--- src/rtl/pmi_addsub_pipe_pkg.sv ---
// Shared definitions for pmi_addsub_pipe: segment geometry helpers and overflow mode.
package pmi_addsub_pipe_pkg;

    typedef enum logic {
        OVF_UNSIGNED = 1'b0,
        OVF_SIGNED   = 1'b1
    } ovf_mode_e;

    function automatic int seg_width(input int w, input int s);
        return (w + s - 1) / s;
    endfunction

    // A trailing segment can start past the top bit when S is close to W; it is then empty.
    function automatic int seg_lo(input int w, input int s, input int k);
        int lo;
        lo = k * seg_width(w, s);
        return (lo > w) ? w : lo;
    endfunction

    function automatic int seg_len(input int w, input int s, input int k);
        int rem;
        rem = w - seg_lo(w, s, k);
        return (rem < seg_width(w, s)) ? rem : seg_width(w, s);
    endfunction

endpackage

--- src/rtl/pmi_addsub_seg.sv ---
// One registered slice of the segmented carry chain: a + b + cin, with the carry into its top bit.
module pmi_addsub_seg #(
    parameter int width = 16
) (
    input  logic             clk,
    input  logic             rst,
    input  logic             en,
    input  logic [width-1:0] a,
    input  logic [width-1:0] b,
    input  logic             cin,
    output logic [width-1:0] sum,
    output logic             cout,
    output logic             msb_cin
);

    logic [width:0] total;
    logic           msb_c;

    always_comb begin
        total = {1'b0, a} + {1'b0, b} + {{width{1'b0}}, cin};
        msb_c = a[width-1] ^ b[width-1] ^ total[width-1];
    end

    // NOTE: state uses non-blocking assignments so every slice samples the pre-edge values of its neighbours.
    always_ff @(posedge clk or posedge rst) begin
        if (rst) begin
            sum     <= '0;
            cout    <= 1'b0;
            msb_cin <= 1'b0;
        end else if (en) begin
            sum     <= total[width-1:0];
            cout    <= total[width];
            msb_cin <= msb_c;
        end
    end

endmodule

--- src/rtl/pmi_addsub_pipe.sv ---
// Pipelined A +/- B +/- carry with valid/ready stream handshake and ClkEn gating.
// Optional build macro PMI_ADDSUB_PIPE_SAT_EN clamps Result on overflow.
module pmi_addsub_pipe
    import pmi_addsub_pipe_pkg::*;
#(
    parameter int    pmi_data_width   = 32,
    parameter int    pmi_result_width = 32,
    parameter int    pmi_pipe_stages  = 2,
    parameter string pmi_sign         = "off",
    parameter int    pmi_family       = 0,
    parameter string module_type      = "pmi_addsub_pipe"
) (
    input  logic                        Clock,
    input  logic                        Aclr,
    input  logic                        ClkEn,
    input  logic                        InValid,
    output logic                        InReady,
    input  logic [pmi_data_width-1:0]   DataA,
    input  logic [pmi_data_width-1:0]   DataB,
    input  logic                        Cin,
    input  logic                        Add_Sub,
    output logic                        OutValid,
    input  logic                        OutReady,
    output logic [pmi_result_width-1:0] Result,
    output logic                        Cout,
    output logic                        Overflow
);

    localparam int        data_w = pmi_data_width;
    localparam int        res_w  = pmi_result_width;
    localparam int        stages = pmi_pipe_stages;
    localparam int        last   = stages - 1;
    localparam ovf_mode_e mode   = (pmi_sign == "on") ? OVF_SIGNED : OVF_UNSIGNED;

    logic advance;

    // Stage inputs (*_in) and stage outputs (*_st); stage k feeds stage k+1.
    logic [data_w-1:0] a_in   [stages];
    logic [data_w-1:0] b_in   [stages];
    logic [data_w-1:0] sum_in [stages];
    logic              c_in   [stages];
    logic              cm_in  [stages];
    logic              v_in   [stages];
    logic              add_in [stages];

    logic [data_w-1:0] a_st   [stages];
    logic [data_w-1:0] b_st   [stages];
    logic [data_w-1:0] sum_st [stages];
    logic              c_st   [stages];
    logic              cm_st  [stages];
    logic              v_st   [stages];
    logic              add_st [stages];

    assign advance = ~Aclr & ClkEn & (~OutValid | OutReady);
    assign InReady = advance;

    // Subtraction is A + ~B + Cin, so B is inverted once on entry.
    assign a_in[0]   = DataA;
    assign b_in[0]   = Add_Sub ? DataB : ~DataB;
    assign sum_in[0] = '0;
    assign c_in[0]   = Cin;
    assign cm_in[0]  = 1'b0;
    assign v_in[0]   = InValid;
    assign add_in[0] = Add_Sub;

    for (genvar k = 0; k < stages; k++) begin : g_stage
        localparam int lo  = seg_lo(data_w, stages, k);
        localparam int len = seg_len(data_w, stages, k);

        logic [data_w-1:0] a_q, b_q, hold_q;
        logic              v_q, add_q, cm_q;

        if (k > 0) begin : g_link
            assign a_in[k]   = a_st[k-1];
            assign b_in[k]   = b_st[k-1];
            assign sum_in[k] = sum_st[k-1];
            assign c_in[k]   = c_st[k-1];
            assign cm_in[k]  = cm_st[k-1];
            assign v_in[k]   = v_st[k-1];
            assign add_in[k] = add_st[k-1];
        end

        always_ff @(posedge Clock or posedge Aclr) begin
            if (Aclr) begin
                a_q    <= '0;
                b_q    <= '0;
                hold_q <= '0;
                v_q    <= 1'b0;
                add_q  <= 1'b0;
                cm_q   <= 1'b0;
            end else if (advance) begin
                a_q    <= a_in[k];
                b_q    <= b_in[k];
                hold_q <= sum_in[k];
                v_q    <= v_in[k];
                add_q  <= add_in[k];
                cm_q   <= cm_in[k];
            end
        end

        assign a_st[k]   = a_q;
        assign b_st[k]   = b_q;
        assign v_st[k]   = v_q;
        assign add_st[k] = add_q;

        if (len > 0) begin : g_seg
            localparam logic [data_w-1:0] mask = ({data_w{1'b1}} >> (data_w - len)) << lo;

            logic [len-1:0] seg_sum;
            logic           seg_cout, seg_cm;

            pmi_addsub_seg #(.width(len)) u_seg (
                .clk     (Clock),
                .rst     (Aclr),
                .en      (advance),
                .a       (a_in[k][lo +: len]),
                .b       (b_in[k][lo +: len]),
                .cin     (c_in[k]),
                .sum     (seg_sum),
                .cout    (seg_cout),
                .msb_cin (seg_cm)
            );

            assign sum_st[k] = (hold_q & ~mask) | (data_w'(seg_sum) << lo);
            assign c_st[k]   = seg_cout;
            assign cm_st[k]  = (lo + len == data_w) ? seg_cm : cm_q;
        end else begin : g_empty
            logic c_q;

            always_ff @(posedge Clock or posedge Aclr) begin
                if (Aclr) begin
                    c_q <= 1'b0;
                end else if (advance) begin
                    c_q <= c_in[k];
                end
            end

            assign sum_st[k] = hold_q;
            assign c_st[k]   = c_q;
            assign cm_st[k]  = cm_q;
        end
    end

    logic ovf_raw;

    always_comb begin
        if (mode == OVF_SIGNED) begin
            ovf_raw = cm_st[last] ^ c_st[last];
        end else begin
            ovf_raw = add_st[last] ? c_st[last] : ~c_st[last];
        end
    end

    assign OutValid = v_st[last];
    assign Cout     = c_st[last];
    assign Overflow = OutValid & ovf_raw;

`ifdef PMI_ADDSUB_PIPE_SAT_EN
    logic [data_w-1:0] sat_sum;

    // NOTE: sat_sum gets its wrap value first so every path assigns it and no latch is inferred.
    always_comb begin
        sat_sum = sum_st[last];
        if (Overflow) begin
            if (mode == OVF_SIGNED) begin
                sat_sum = a_st[last][data_w-1] ? {1'b1, {(data_w-1){1'b0}}}
                                               : {1'b0, {(data_w-1){1'b1}}};
            end else begin
                sat_sum = add_st[last] ? {data_w{1'b1}} : {data_w{1'b0}};
            end
        end
    end

    assign Result = sat_sum[res_w-1:0];
`else
    assign Result = sum_st[last][res_w-1:0];
`endif

endmodule

--- config.mk ---
export PLATFORM = sky130hd
export DESIGN_NAME = pmi_addsub_pipe
export DESIGN_NICKNAME = d
export VERILOG_FILES = /design/src/rtl/pmi_addsub_pipe_pkg.sv /design/src/rtl/pmi_addsub_seg.sv /design/src/rtl/pmi_addsub_pipe.sv
export SDC_FILE = /design/constraint.sdc
export NUM_CORES = 1
export LEC_CHECK = 0
export BUFFER_PORTS_ARGS = -buffer_cell sky130_fd_sc_hd__buf_2
export CAP_MARGIN = 20
export CELL_PAD_IN_SITES_DETAIL_PLACEMENT = 1
export CELL_PAD_IN_SITES_GLOBAL_PLACEMENT = 2
export CORE_MARGIN = 5
export CORE_UTILIZATION = 33
export DETAILED_ROUTE_END_ITERATION = 16
export GPL_TIMING_DRIVEN = 0
export PLACE_DENSITY_LB_ADDON = 0.12
export SLEW_MARGIN = 0
export SYNTH_ARGS = -nofsm -noshare
export SYNTH_HDL_FRONTEND = slang
export SYNTH_SLANG_ARGS = --single-unit
--- constraint.sdc ---
create_clock -name Clock -period 3.4 [get_ports Clock]
set_clock_uncertainty 0.2 [all_clocks]
set_input_delay 0.34 -clock Clock [delete_from_list [all_inputs] [get_ports Clock]]
set_output_delay 0.34 -clock Clock [all_outputs]
set_load 0.05 [all_outputs]
==> key figures, run 1 <==
Floorplan
  – Starting Density: 0.3353
  – Die Y-Extent: 134.3 um
  – Core Footprint: 15,200 um2
  – Rows: 45
  – Full die area: 18,030 um2
  – Top Ports: 107
  – Die W: 134.3 um

Critical path
  – CP Class: in -> reg
  – CP max-delay cell: fa_1
  – Critical Path AT: 3.09 ns
  – Type of origin of the critical path: input pin
  – Worst setup EP type: flip-flop
  – Worst EP required: 3.46 ns
  – Crit path max fanout: 10
  – Crit-path cells: clkbuf_2 > buf_4 > xor2_1 > fa_1 > fa_1 > nand2b_1 > a21o_1 > a21oi_1 > o21ai_0 > a311o_1 > o211ai_1
  – Critical Path Most Common Cell: fa_1
  – Max incr delay on CP: 0.47 ns

Place
  – HPWL Detailed: 12,050 um
  – DP Cell Count: 879
  – # port buffers: 105
  – Placed Area: 5888 um2
  – Placer Congestion: 0.8026
  – Place WS: -0.3932 ns

Timing
  – Post-layout min period: 3.027 ns
  – F_max: 0.3304 GHz
  – Final hold vios: 0
  – Max-slew violations: 0
  – Relative slew slack: 0.4599
  – Final WS setup: 0.3730 ns
  – Sum Neg Setup Slack: 0 ns
  – Least-Margin Pin Slew: 0.8102 ns
  – Final setup vio count: 0
  – Period utilisation layout: 0.8903
  – RSZ-0062 raised after global routing: no

Routing
  – Vias per inst: 5.030
  – Initial DRC count: 143
  – Drt total wl: 15,860 um
  – Total number of vias: 4,562
  – Antenna Nets Post-Route: 0
  – Drt drc: 0
  – DRT Pass-1 Iters: 4
  – Wire per inst: 17.49 um

Logic synthesis
  – Synth area leaders: dfrtp_1, nand2_1, ha_1
  – Post-synth top area cell: dfrtp_1
  – Mean Syn Cell Area: 8.713 um2
  – Synth cell count leaders: nand2_1, dfrtp_1, o21ai_0
  – Post-synthesis xor/xnor area fraction: 0.08076
  – Count leader, synth: nand2_1
  – Synth Area in Compound Gates: 0.1627
  – Post-synthesis cell count: 585
  – Post-synthesis sequential area ratio: 0.4222
  – FF+latch count, synth: 86
  – Share of flip-flops with an asynchronous set or reset: 1.000
  – Share of the synthesized area in the top cell type: 0.4222
  – Synth warnings: 0
  – Dominant synthesized flop cell: dfrtp_1
  – Largest family of logic cells by synthesized area: simple AND/OR/NAND/NOR gates
  – Yosys cell types: 58
  – Post-synthesis mux area share: 0.001964
  – Post-Syn Area: 5097 um2
  – Post-Syn Nets: 690
  – Adder-Cell Fraction of Synth Area: 0.08935
  – Number of synthesized flops with an enable pin: 0
  – Simple-gate share of the synthesized area: 0.2079

GRT
  – Total global routing overflow: 0
  – Initial antenna violation count: 0
  – First-pass GRT wire length: 25,760 um
  – Tot GR Track Use: 0.1814
  – Maximum number of pins on one net before global-route repair: 68
  – Number of global-route vias before repair: 4,911

Layout
  – Nets: 819
  – Final core occ: 0.4166
  – Layout area overhead: 24.25%
  – # fillers: 1,852
  – # diodes: 0
  – Finished Layout Cells: 907
  – Share of layout cells above drive strength 1: 0.1961
  – Post-route cell area: 6334 um2
  – Area occupied by registers: 2152 um2
  – Area of the multi-input gates: 2771 um2

Clock network
  – Inserted Clock Buffers: 9
  – Clock Sinks: 86
  – Worst-Skew Late Latency: 0.35 ns
  – Setup Fix Bufs, Post-CTS: 0
  – TritonCTS clock tree: done
  – H-Tree Depth: 3
  – Clk slew on worst S/H paths: 0.06 ns
  – Root buffer cell: clkbuf_16
  – CTS Buffer Depth: 2

Worst hold path
  – Worst hold path type: in -> reg

Job
  – Max-cap violations: 0

Power
  – Worst ir drop on vdd: 0.0003848 V
  – Leak: 0.003141 uW
  – Power per cell area: 739.8 nW/um2

Status
  – Outcome: complete, no violations
## final cells by class
type                       count  share of cell area
buffer                        29             0.01896
inverter                      16            0.009878
sequential                    86              0.3398
clock inverter                 6             0.01106
clock buffer                  10             0.03773
multi-input combinational    453              0.4376
timing repair buffer         119              0.1079
tap                          188             0.03714
## timing repair
| item | 4_1_cts | 5_1_grt |
|---|---|---|
| gates cloned | 0 | 0 |
| resized for setup | 1 | 6 |
| hold buffers | 13 | 0 |
| endpoints found under the setup margin | 1 | 5 |
| hold endpoints to repair | 31 | 0 |
## report_power, final
part	switching, uW	internal (uW)
sequential	208	1350
clock	435	593
combinational	1460	642
total	2100	2590
## routing by layer
layer | share of wire | GRT usage | vias up
met5 | 0 | 0 | -
met4 | 0.013 | 0.04355 | 0
met3 | 0.047 | 0.04164 | 15
met2 | 0.47 | 0.3020 | 86
met1 | 0.47 | 0.2401 | 2208
li1 | - | - | 2253
## registers in the layout, summed over array words and instances (netlist names)
register / count
g_stage.g_seg.u_seg.cout: 2
g_stage.v_q: 1
g_stage.b_q: 16
g_stage.add_q: 2
g_stage.a_q: 16
OutValid: 1
g_stage.g_seg.u_seg.sum: 32
g_stage.hold_q: 16
## per-stage QoR
stage	total power, uW	hold slack (ns)
detailed placement	3683	0.1313
global route	4999	0.02277
finish	4685	0.006367
floorplan	3091	0.2386
CTS	4740	0.0004336
global placement	3613	0.2509
## kinds of logic (layout without fill, tap and decap cells)
family	Yosys count	in the layout
buffers and inverters	46	180
adders and majority gates	34	34
AOI/OAI and AO/OA	127	127
xor gates and xnor gates	47	47
muxes	1	1
and+or+nand+nor	244	244
DFF	86	86
## layout by cell type, fill, tap and decap left out, types with 6 or more instances in the layout
cell           instances
nor3_1                 7
buf_1                  6
o21ai_0               51
a21o_1                 6
xor2_1                27
dfrtp_1               86
clkbuf_16              9
o21a_1                 6
nor2_1                16
dlygate4sd3_1         13
ha_1                  30
nand3_1                6
xnor2_1               20
buf_2                109
inv_1                 15
nand4_1               11
clkbuf_1              16
a21oi_1               22
nand2_1              175
o31ai_1                6
## critical path, delay by kind of cell
kind	cells	cell delay, ns
AO/OA/AOI/OAI	5	1.06
XOR/XNOR	1	0.19
buffers and inverters	2	0.41
adder cells (fa/ha/maj)	2	0.90
AND/OR/NAND/NOR	1	0.18
## path summary, 6_finish.rpt
path / startpoint / slack [ns] / end / cells after the start
max: Add_Sub / 0.37 / g_stage[0].g_seg.u_seg.cout / 11
min: DataA[25] / 0.006 / g_stage[0].a_q[25] / 3
max reg2reg: g_stage[0].b_q[16] / 0.40 / g_stage[1].g_seg.u_seg.sum[10] / 8
min reg2reg: g_stage[1].hold_q[4] / 0.27 / g_stage[1].hold_q[4] / 2
max in group asynchronous: Aclr / 2.07 / g_stage[0].a_q[25] / 4
min in group asynchronous: Aclr / 0.30 / g_stage[0].a_q[21] / 3
(Power assumes the default switching activity.)
==> run 2: changes to the inputs <==
==> constraint.sdc (replaced) <==
create_clock -name Clock -period 3.4 [get_ports Clock]
set_clock_uncertainty 0.2 [all_clocks]
set_input_delay 0.17 -clock Clock [delete_from_list [all_inputs] [get_ports Clock]]
set_output_delay 0.17 -clock Clock [all_outputs]
set_load 0.05 [all_outputs]
==> key figures, run 2 (synthesized netlist as in run 1, its figures left out) <==
Layout
  – Layout area overhead: 28.50%
  – # diodes: 0 (unchanged)
  – Share of layout cells above drive strength 1: 0.1860 (-0.01012)
  – Nets: 842 (+2.8%)
  – Largest register FFs: 32 (unchanged)
  – Top reg by flops: g_stage.g_seg.u_seg.sum
  – Area occupied by registers: 2152 um2 (unchanged)
  – Most frequent cells in the layout: nand2_1, buf_2, dfrtp_1, o21ai_0, dlygate4sd3_1
  – Commonest non-fill, non-tap cell in the layout: nand2_1
  – Area of the multi-input gates: 2766 um2 (-0.18%)
  – Final core occ: 0.4309 (+0.01424)
  – Finished Layout Cells: 930 (+2.5%)
  – # fillers: 1,833 (-1.0%)

Clock network
  – Clock Sinks: 86 (unchanged)
  – Root buffer cell: clkbuf_16
  – Worst-Skew Late Latency: 0.35 ns (about the same)
  – H-Tree Depth: 3 (unchanged)
  – CTS Buffer Depth: 2 (unchanged)
  – Inserted Clock Buffers: 9 (unchanged)
  – TritonCTS clock tree: done
  – Setup Fix Bufs, Post-CTS: 0 (unchanged)
  – Clk slew on worst S/H paths: 0.07 ns (about the same)

Routing
  – Vias per inst: 5.026 (about the same)
  – Wire per inst: 17.50 um (about the same)
  – Drt total wl: 16,280 um (+2.6%)
  – DRT Pass-1 Iters: 4 (unchanged)
  – Total number of vias: 4,674 (+2.5%)
  – Antenna Nets Post-Route: 0 (unchanged)
  – Initial DRC count: 141 (-1.4%)
  – Drt drc: 0 (unchanged)

Power
  – Leak: 0.003227 uW (+2.8%)
  – Power per cell area: 718.9 nW/um2 (-2.8%)
  – Worst ir drop on vdd: 0.0003066 V (-20%)

GRT
  – First-pass GRT wire length: 26,620 um (+3.4%)
  – Total global routing overflow: 0 (unchanged)
  – Maximum number of pins on one net before global-route repair: 68 (unchanged)
  – Number of global-route vias before repair: 5,038 (+2.6%)
  – Tot GR Track Use: 0.1871 (+0.005767)
  – Initial antenna violation count: 0 (unchanged)

Place
  – Placer Congestion: 0.8026 (unchanged)
  – # port buffers: 105 (unchanged)
  – DP Cell Count: 879 (unchanged)
  – HPWL Detailed: 12,050 um (unchanged)

Timing
  – Final setup vio count: 0 (unchanged)
  – Least-Margin Pin Slew: 0.8344 ns (+0.02424 ns)
  – Max-slew violations: 0 (unchanged)
  – Final hold vios: 0 (unchanged)
  – Period utilisation layout: 0.9340 (+0.04372)
  – F_max: 0.3149 GHz (-4.7%)
  – Post-layout min period: 3.176 ns (+0.1486 ns)
  – Relative slew slack: 0.4437 (-0.01616)
  – RSZ-0062 raised after global routing: no

Worst hold path
  – Worst hold path type: in -> reg

Floorplan
  – Die W: 134.3 um (unchanged)
  – Starting Density: 0.3353 (unchanged)
  – Rows: 45 (unchanged)
  – Full die area: 18,030 um2 (unchanged)
  – Core Footprint: 15,200 um2 (unchanged)
  – Top Ports: 107 (unchanged)
  – Die Y-Extent: 134.3 um (unchanged)

Critical path
  – Critical Path AT: 3.24 ns (+0.15 ns)
  – CP Class: in -> reg
  – Type of origin of the critical path: input pin
  – Worst EP required: 3.47 ns (about the same)
  – Crit path max fanout: 10 (unchanged)
  – Worst setup EP type: flip-flop

Status
  – Outcome: complete, no violations

Job
  – Max-cap violations: 0 (unchanged)
-- run 2: cell count changes in the layout (fill, tap and decap cells not counted), sizes merged --
cell	previous run	this run
clkbuf	28	29
dlygate4sd3	13	35
-- run 2: metal layers --
metal | share of wire | vias to the layer above | GRT usage | routed length [um]
met3 | 0.052 | 20 | 0.04239 | 854
li1 | - | 2299 | - | -
met2 | 0.48 | 101 | 0.3162 | 7736
met1 | 0.46 | 2254 | 0.2438 | 7453
met5 | 0 | - | 0 | 0
met4 | 0.014 | 0 | 0.04581 | 232
-- run 2: what timing repair did --
item / CTS / global route
gates resized for setup: 0 / 1
endpoints found under the setup margin: 0 / 3
endpoints found under the hold margin: 120 / 0
hold buffers: 35 / 0
-- run 2: layout make-up --
| class | instances | area share |
|---|---|---|
| clock inverters | 6 | 0.01070 |
| multi-input cells | 453 | 0.4223 |
| clock buffers | 10 | 0.03649 |
| repair buffers | 141 | 0.1379 |
| flip-flops and latches | 86 | 0.3286 |
| well taps | 188 | 0.03591 |
| inverters | 16 | 0.009551 |
| plain buffers | 30 | 0.01853 |
-- run 2: critical path: stages --
cell,delay [ns]
clkbuf_1,0.32
clkbuf_4,0.38
xor2_1,0.12
fa_1,0.47
fa_1,0.43
nand2b_1,0.18
a21o_1,0.20
a211oi_1,0.42
o21ai_0,0.22
xor2_1,0.18
o21ai_0,0.15
-- run 2: power breakdown --
group	switching [uW]	total, uW	internal [uW]
clock network	436	1030	593
logic	1460	2120	658
registers	208	1560	1350
total	2110	4710	2600
-- run 2: through the flow --
step	setup TNS (ns)	total power [uW]	hold WS [ns]	setup slack, ns	area (um2)
floorplan	0	3091	0.07544	0.4576	5097
global placement	-38.09	3613	0.1590	-0.4415	5858
detailed placement	-0.7030	3683	-0.03868	-0.2232	5888
CTS	0	4758	0.07216	0.1100	6548
global route	0	5029	0.08363	0.04341	6550
finish	0	4709	0.07283	0.2243	6550
-- run 2: final timing paths --
path,from,end,slack [ns],cells after the start
max in group asynchronous,Aclr,g_stage[0].a_q[25],2.21,4
worst min register to register,g_stage[1].hold_q[4],g_stage[1].hold_q[4],0.27,2
worst max register to register,g_stage[0].b_q[16],g_stage[1].g_seg.u_seg.sum[10],0.40,8
min in group asynchronous,Aclr,g_stage[0].a_q[21],0.16,3
worst min-delay path,DataA[14],g_stage[0].g_seg.u_seg.sum[15],0.07,4
worst max-delay path,Add_Sub,g_stage[0].g_seg.u_seg.sum[14],0.22,11
